File: src/rtl/rr_mux_arb_if.sv
// rtl/rr_mux_arb_if.sv - handshake bundle between producers, arbiter and consumer
interface rr_mux_arb_if #(
    parameter int  WIDTH  = 16,
    parameter int  NUM_IN = 8,
    localparam int SEL_W  = $clog2(NUM_IN)
);
    logic [NUM_IN*WIDTH-1:0] in_data;
    logic [NUM_IN-1:0]       in_valid;
    logic [NUM_IN-1:0]       in_ready;
    logic                    mode;
    logic [SEL_W-1:0]        sel;
    logic [WIDTH-1:0]        out_data;
    logic [SEL_W-1:0]        out_src;
    logic                    out_valid;
    logic                    out_ready;

    modport slave (
        input  in_data, in_valid, mode, sel, out_ready,
        output in_ready, out_data, out_src, out_valid
    );

    modport master (
        output in_data, in_valid, mode, sel, out_ready,
        input  in_ready, out_data, out_src, out_valid
    );
endinterface

File: src/rtl/rr_mux_arb.sv
// rtl/rr_mux_arb.sv - N-input registered mux with round-robin or fixed-select arbitration
module rr_mux_arb #(
    parameter int  WIDTH  = 16,
    parameter int  NUM_IN = 8,
    localparam int SEL_W  = $clog2(NUM_IN)
) (
    input  logic         clk,
    input  logic         rst,
    rr_mux_arb_if.slave  bus
);
    typedef enum logic {EMPTY = 1'b0, FULL = 1'b1} state_t;

    state_t             state;
    logic [SEL_W-1:0]   ptr;
    logic [WIDTH-1:0]   data_q;
    logic [SEL_W-1:0]   src_q;

    logic               load_en;
    logic [NUM_IN-1:0]  eligible;
    logic [NUM_IN-1:0]  grant;
    logic [SEL_W-1:0]   grant_idx;
    logic               grant_any;
    logic               xfer;
    logic [SEL_W-1:0]   next_ptr;
    logic [WIDTH-1:0]   grant_word;

    // An out-of-range sel never matches any channel index, so nothing is granted.
    always_comb begin
        eligible = '0;
        for (int i = 0; i < NUM_IN; i++) begin
            eligible[i] = bus.in_valid[i] & (~bus.mode | (bus.sel == SEL_W'(i)));
        end
    end

    always_comb begin
        int idx;
        idx       = 0;
        grant     = '0;
        grant_idx = '0;
        grant_any = 1'b0;
        for (int k = 0; k < NUM_IN; k++) begin
            idx = int'(ptr) + k;
            if (idx >= NUM_IN) idx = idx - NUM_IN;
            if (!grant_any && eligible[idx]) begin
                grant_any      = 1'b1;
                grant_idx      = SEL_W'(idx);
                grant[idx]     = 1'b1;
            end
        end
    end

    always_comb begin
        grant_word = '0;
        for (int i = 0; i < NUM_IN; i++) begin
            if (grant[i]) grant_word = bus.in_data[i*WIDTH +: WIDTH];
        end
    end

    assign load_en  = (state == EMPTY) | bus.out_ready;
    assign xfer     = grant_any & load_en & ~rst;
    assign next_ptr = (grant_idx == SEL_W'(NUM_IN - 1)) ? '0 : grant_idx + SEL_W'(1);

    assign bus.in_ready  = grant & {NUM_IN{load_en & ~rst}};
    assign bus.out_data  = data_q;
    assign bus.out_src   = src_q;
    assign bus.out_valid = (state == FULL);

    always_ff @(posedge clk or posedge rst) begin
        if (rst) begin
            state  <= EMPTY;
            data_q <= '0;
            src_q  <= '0;
            ptr    <= '0;
        end else if (xfer) begin
            state  <= FULL;
            data_q <= grant_word;
            src_q  <= grant_idx;
            if (!bus.mode) ptr <= next_ptr;
        end else if (bus.out_ready) begin
            state  <= EMPTY;
        end
    end
endmodule

File: src/flat_wrapper.sv
// flat-port wrapper written by rule: the top's interface ports become plain ports
module rr_mux_arb_flat 
#(
    parameter int  WIDTH  = 16,
    parameter int  NUM_IN = 8,
    localparam int SEL_W  = $clog2(NUM_IN)
)
  (clk, rst, bus_in_data, bus_in_valid, bus_mode, bus_sel, bus_out_ready, bus_in_ready, bus_out_data, bus_out_src, bus_out_valid);
  rr_mux_arb_if #(.WIDTH(WIDTH), .NUM_IN(NUM_IN)) bus_i ();
  input  logic clk;
  input  logic rst;
  input wire logic [$bits(bus_i.in_data)-1:0] bus_in_data;
  input wire logic [$bits(bus_i.in_valid)-1:0] bus_in_valid;
  input wire logic [$bits(bus_i.mode)-1:0] bus_mode;
  input wire logic [$bits(bus_i.sel)-1:0] bus_sel;
  input wire logic [$bits(bus_i.out_ready)-1:0] bus_out_ready;
  output wire logic [$bits(bus_i.in_ready)-1:0] bus_in_ready;
  output wire logic [$bits(bus_i.out_data)-1:0] bus_out_data;
  output wire logic [$bits(bus_i.out_src)-1:0] bus_out_src;
  output wire logic [$bits(bus_i.out_valid)-1:0] bus_out_valid;
  assign bus_i.in_data = bus_in_data;
  assign bus_i.in_valid = bus_in_valid;
  assign bus_i.mode = bus_mode;
  assign bus_i.sel = bus_sel;
  assign bus_i.out_ready = bus_out_ready;
  assign bus_in_ready = bus_i.in_ready;
  assign bus_out_data = bus_i.out_data;
  assign bus_out_src = bus_i.out_src;
  assign bus_out_valid = bus_i.out_valid;
  rr_mux_arb #(.WIDTH(WIDTH), .NUM_IN(NUM_IN)) u_core (.clk(clk), .rst(rst), .bus(bus_i));
endmodule
File: config.mk
export PLATFORM = sky130hd
export DESIGN_NAME = rr_mux_arb_flat
export DESIGN_NICKNAME = d
export VERILOG_FILES = /design/src/rtl/rr_mux_arb_if.sv /design/src/rtl/rr_mux_arb.sv /design/src/flat_wrapper.sv
export SDC_FILE = /design/constraint.sdc
export NUM_CORES = 1
export LEC_CHECK = 0
export CAP_MARGIN = 20
export CORE_ASPECT_RATIO = 1.1
export CORE_MARGIN = 4
export CORE_UTILIZATION = 40
export CTS_CLUSTER_DIAMETER = 100
export DETAILED_ROUTE_END_ITERATION = 16
export PLACE_DENSITY = 0.78
export SLEW_MARGIN = 20
export SYNTH_ARGS = -nofsm -noshare
export SYNTH_HDL_FRONTEND = slang
export SYNTH_SLANG_ARGS = --single-unit
File: constraint.sdc
create_clock -name clk -period 5 [get_ports clk]
set_clock_uncertainty 0.05 [all_clocks]
set_input_delay 1 -clock clk [delete_from_list [all_inputs] [get_ports clk]]
set_output_delay 1 -clock clk [all_outputs]
set_load 0.05 [all_outputs]
## After elaboration in Yosys (flattened, before gate mapping)

Cells that the tools add are included.
W data, S select, Z words.

| storage, ports and cells | value |
|---|---|
| memories kept | 0 |
| input port bits | 143 |
| flip-flop bits (word level) | 23 |
| output and inout port bits | 28 |
| memory bits (read-only) | 0 |
| bits in latches | 0 |
| memory bits (writable) | 0 |
| word-level logic and storage cells | 191 |

| cells by class | value |
|---|---|
| divide/modulo/power cells | 0 |
| shifts and indexed selects | 0 |
| equality and inequality tests | 8 |
| $add $sub $neg | 16 |
| reduce and logical (&&, ||, !) cells | 25 |
| magnitude comparators | 24 |
| muxes and demuxes | 83 |
| multipliers | 0 |
| bitwise logic cells | 31 |

Operators with widths:

| kind | count |
|---|---|
| $ge A32 B1 Y1 const B | 8 |
| $lt A32 B5 Y1 const B | 8 |
| $mux W32 | 8 |
| $ge A32 B5 Y1 const B | 7 |
| $sub A32 B5 Y32 const B | 7 |
| $mux W16 | 8 |
| $mux W8 | 8 |
| $or A8 B8 Y8 | 7 |
| $mux W1 | 34 |
| $mux W3 | 9 |
| $bmux W1 S3 | 8 |
| $demux W1 S3 | 8 |
| $add A3 B3 Y4 const B | 4 |
| $eq A3 B3 Y1 const B | 5 |
| $logic_and A1 B1 Y1 | 15 |
| $and A1 B1 Y1 | 11 |
| $or A1 B1 Y1 | 9 |
| $add A3 B2 Y4 const B | 2 |
| $and A8 B8 Y8 | 1 |
| $logic_not A1 Y1 | 7 |
| $eq A3 B2 Y1 const B | 2 |
| $sub A3 B4 Y5 const B | 1 |
| $add A3 B1 Y4 const B | 1 |
| $ge A3 B4 Y1 const B | 1 |
| other kinds (6) | 8 |

## Logic depth before layout (Yosys ltp)

| depth | value |
|---|---|
| word-level depth | 36 |
| gate-level depth with buffers | 20 |
| depth with buffers taken out | 15 |

## Worst setup path after synthesis

OpenSTA, ideal clock, no wires.

| timing path | value |
|---|---|
| kind | register to output |
| start | register with a tool-made name |
| end | output bus_in_ready[6] |
| data arrival time | 4.494 ns |
| path slack | -0.544 ns |
| cell stages (with the launch flop) | 15 |
| required time | 3.950 ns |
| buffers on the path | 5 |
| path through | dfrtp_1 -> clkbuf_1 -> inv_1 -> buf_1 -> ha_1 -> clkbuf_1 -> buf_2 -> mux4_2 -> nor2_1 -> a21oi_1 -> nor3_2 -> nand3_1 -> o21ai_1 -> clkbuf_1 -> nor2b_1 |

RTL lines:

| item | RTL line | RTL |
|---|---|---|
| end, declared | flat_wrapper.sv:17 | `output wire logic [$bits(bus_i.in_ready)-1:0] bus_in_ready;` |

## Final worst setup path

| timing path | value |
|---|---|
| start | input bus_in_valid[1] |
| end | output bus_in_ready[4] |

| between the ends | value |
|---|---|
| cells in the longest elaborated chain, start to end | 27 |
| elaborated cells on any way between the ends | 62 |
| classes of those cells | mux: 39; bitwise: 9; reduce/logical: 14 |

Ends and longest elaborated chain:

| item | RTL line | RTL |
|---|---|---|
| start, declared | flat_wrapper.sv:13 | `input wire logic [$bits(bus_i.in_valid)-1:0] bus_in_valid;` |
| $and A1 B1 Y1 (*) | rr_mux_arb.sv:31 | `eligible[i] = bus.in_valid[i] & (~bus.mode \| (bus.sel == SEL_W'(i)));` |
| $bmux W1 S3 | rr_mux_arb.sv:44 | `if (!grant_any && eligible[idx]) begin` |
| $mux W1 (not written as such) (2 in a row) | rr_mux_arb.sv:44 |  |
| $mux W1 | rr_mux_arb.sv:44 |  |
| $logic_not A1 Y1 | rr_mux_arb.sv:44 |  |
| $logic_and A1 B1 Y1 | rr_mux_arb.sv:44 |  |
| $mux W1 | rr_mux_arb.sv:44 |  |
| $logic_not A1 Y1 | rr_mux_arb.sv:44 |  |
| [... 10 more ...] | - |  |
| $mux W1 | rr_mux_arb.sv:44 |  |
| $logic_not A1 Y1 | rr_mux_arb.sv:44 |  |
| $logic_and A1 B1 Y1 | rr_mux_arb.sv:44 |  |
| $mux W1 | rr_mux_arb.sv:44 |  |
| $logic_not A1 Y1 | rr_mux_arb.sv:44 |  |
| $logic_and A1 B1 Y1 | rr_mux_arb.sv:44 |  |
| $mux W8 (*) | rr_mux_arb.sv:44 |  |
| $and A8 B8 Y8 (*) | rr_mux_arb.sv:63 | `assign bus.in_ready = grant & {NUM_IN{load_en & ~rst}};` |

Mark *: on every way between the ends. The rest lies on a longest branch, timed or not. The select of a mux whose other input is x is not followed.

==> impl_metrics.py <==
metrics = {
    "logic_synthesis": {
        "yosysWarnings": 0,
        "yosysUniqueCellTypes": 82,
        "synth_edf_count": 0,
        "async_flop_share_pct": 100.0,
        "syn_area_per_cell_um2": 7.798,
        "ys_seq_area_share_pct": 13.74,
        "syn_area_mm2": 0.004188,
        "netlist_instances": 537,
        "synth_seq_cells": 23,
        "synthFlopType": "dfrtp_1",
        "synth_nets": 689,
    },
    "routing": {
        "first_iter_violations": 540,
        "wire_per_inst_um": 23.43,
        "routed_wl_mm": 22.66,
        "routed_via_density": 6.454,
        "dr.pass1.iters": 7,
        "via_count": 6241,
        "drc": 0,
        "ant_nets": 0,
    },
    "power_and_ir_drop": {
        "p_leak_nw": 2.986,
        "power.total_w": 0.006093,
        "vdd_drop_max_v": 0.0007510,
        "p_per_area_mw_per_mm2": 814.2,
    },
    "cells_and_area": {
        "diodes": 0,
        "fillers": 786,
        "layoutNonFillerInstCount": 967,
        "fin_nets": 980,
        "drive_gt1_share_pct": 31.08,
        "area_delta_synth_final_pct": 78.70,
    },
    "cts": {
        "path_clk_slew_ns": 0.09,
        "cts.path.max_buffers": 2,
        "root_buffer": "clkbuf_8",
        "h-tree-depth": 1,
        "cts_buffers": 3,
        "cts.sinks": 23,
        "cts_tree": "yes",
        "cts_hold_buf": 0,
        "clk_latency_ns": 0.29,
    },
    "outcome": {
        "outcome": "complete, no violations",
    },
    "floorplan": {
        "die_x_um": 105.6,
        "start_util_pct": 41.74,
        "die_h_um": 115.3,
        "die-area_mm2": 0.01217,
        "rows": 38,
        "core_mm2": 0.01003,
        "ioPinCount": 171,
    },
    "grt": {
        "first_global_vias": 6338,
        "grt_max_degree": 38,
        "grt_usage_pct": 35.30,
        "gr-total-overflow": 0,
        "grt_pass1_wl_mm": 34.23,
        "antenna_found_initial": 1,
    },
    "sta": {
        "tightestPinTransition_ns": 0.7699,
        "post-route-min-period_ns": 4.927,
        "maxSlewHeadroom_pct": 48.55,
        "timing.final.hold_violations": 0,
        "maxSlewViolCount": 0,
        "setup_tns_ns": 0,
        "fmax_mhz": 203.0,
        "min_period_over_period_pct": 98.54,
        "setup_viol": 0,
    },
    "worst_setup_path": {
        "end_kind": "primary output",
        "critPathLaunchType": "input port",
        "crit_arrival_ns": 3.88,
        "critPathMaxFanout": 7,
        "r2r_cells": 17,
        "critPathKind": "in -> out",
        "crit_required_ns": 3.95,
    },
    "place": {
        "gp_congestion": 1.023,
        "io_buffers": 170,
        "dp_cells": 942,
        "hpwl_mm": 17.98,
    },
    "worst_hold_path": {
        "hold_depth": 2,
        "min_path_type": "reg -> reg",
    },
    "run": {
        "max_cap_violations": 0,
    },
}
## per-layer routing
metal  GRT usage, %  part of all wire, %  vias to the layer above
li1               -                    -                     2744
met1          38.18                   35                     2926
met3          8.422                  8.6                      151
met4          22.63                  7.5                        2
met5              0                0.062                        -
met2          62.12                   49                      418
## synth_stat cells (12+ instances only)
cell / count / area share (%)
clkbuf_1: 19 / 1.7
o21ai_0: 17 / 2.0
buf_2: 12 / 1.4
or4b_1: 15 / 3.6
o22ai_1: 25 / 3.7
nand3_1: 12 / 1.4
o221ai_1: 19 / 4.0
dfrtp_1: 23 / 14
mux4_2: 12 / 6.5
a221oi_1: 34 / 7.1
nand2b_1: 20 / 3.0
nand2_1: 75 / 6.7
nor2_1: 36 / 3.2
a21oi_1: 13 / 1.6
nor4_1: 26 / 3.9
nor2b_1: 15 / 2.2
## path summary, 6_finish.rpt
path	start	endpoint	slack, ns
hold reg to reg	u_core.bus.out_data[3]	u_core.bus.out_data[3]	0.45
hold / removal	u_core.bus.out_data[3]	u_core.bus.out_data[3]	0.45
min in group asynchronous	rst	u_core.bus.out_data[15]	1.02
max in group asynchronous	rst	u_core.ptr[2]	3.62
setup reg to reg	u_core.ptr[1]	u_core.bus.out_data[10]	0.52
setup / recovery	bus_in_valid[1]	bus_in_ready[4]	0.07
## flip-flops by register name, indices dropped and copies added (netlist names), named ones only
| signal | cells |
|---|---|
| u_core.ptr | 2 |
| u_core.bus.out_data | 16 |
| u_core.bus.out_src | 3 |
| u_core.bus.out_valid | 1 |
## metrics by stage
step                      utilization (%)  cell area [µm²]  hold WS (ns)  setup WS [ns]
after floorplan                         -             4235        0.6798       -0.09266
after global placement              70.01             7023        0.4203        -0.5018
after detailed placement            70.01             7023        0.4292        -0.4873
after CTS                           73.07             7331        0.4491       0.003501
after global routing                74.59             7483        0.4685       -0.01243
final                               74.59             7483        0.4481        0.07323
## power breakdown
group	leakage, nW	internal, W	switching, W
Combinational	2.68	0.00251	0.00312
Clock	0.0228	0.0000575	0.0000733
Sequential	0.284	0.000283	0.0000431
Total	2.99	0.00285	0.00324
## logic make-up after synthesis
group           Yosys count  synth area share (%)
simple gates            258                 35.23
compound gates          171                 32.87
buf+inv                  52                 6.184
flops                    23                 13.74
mux                      21                 8.665
fa+ha+maj                 9                 2.689
xor+xnor                  3                0.6275
## layout make-up
type | instances | area [µm²] | share of cell area (%)
timing repair buffer | 327 | 3014 | 40.28
inverter | 11 | 41.29 | 0.5517
multi-input combinational | 462 | 3632 | 48.54
clock buffer | 4 | 45.04 | 0.6019
tap | 140 | 175.2 | 2.341
sequential | 23 | 575.6 | 7.691
## cell usage in the layout, fill, tap and decap left out, types with 7 or more instances in the layout
cell type and instances:
buf_6 7, nand3_1 12, mux4_2 12, nand2_1 75
dfrtp_1 23, buf_12 10, o21ai_0 16, inv_1 9
buf_4 147, nor3_1 8, nor4_1 24, a21oi_1 13
a221oi_1 33, or2_2 7, clkdlybuf4s50_1 150, o22ai_1 25
nand2b_1 20, or4b_1 15, nor2b_1 7, o221ai_1 19
nor2_1 28, ha_1 8
## critical path, cell delays in order
cell	delay, ns
dlygate4sd2_1	0.29
and4bb_2	0.29
buf_4	0.15
nor4_2	0.22
a31oi_1	0.07
buf_4	0.18
o2111a_2	0.28
a2bb2oi_4	0.19
buf_4	0.16
buf_6	0.13
nor4b_1	0.31
a211o_1	0.25
a31oi_4	0.05
nor2_2	0.12
buf_6	0.19
## what timing repair did
| item | CTS | global route |
|---|---|---|
| pin swaps | 9 | 15 |
| buffers inserted | 12 | 7 |
| gates resized for setup | 50 | 26 |
| endpoints found under the setup margin | 8 | 8 |
| gates cloned | 1 | 1 |
Note: power is estimated with default switching activity, not from simulation.
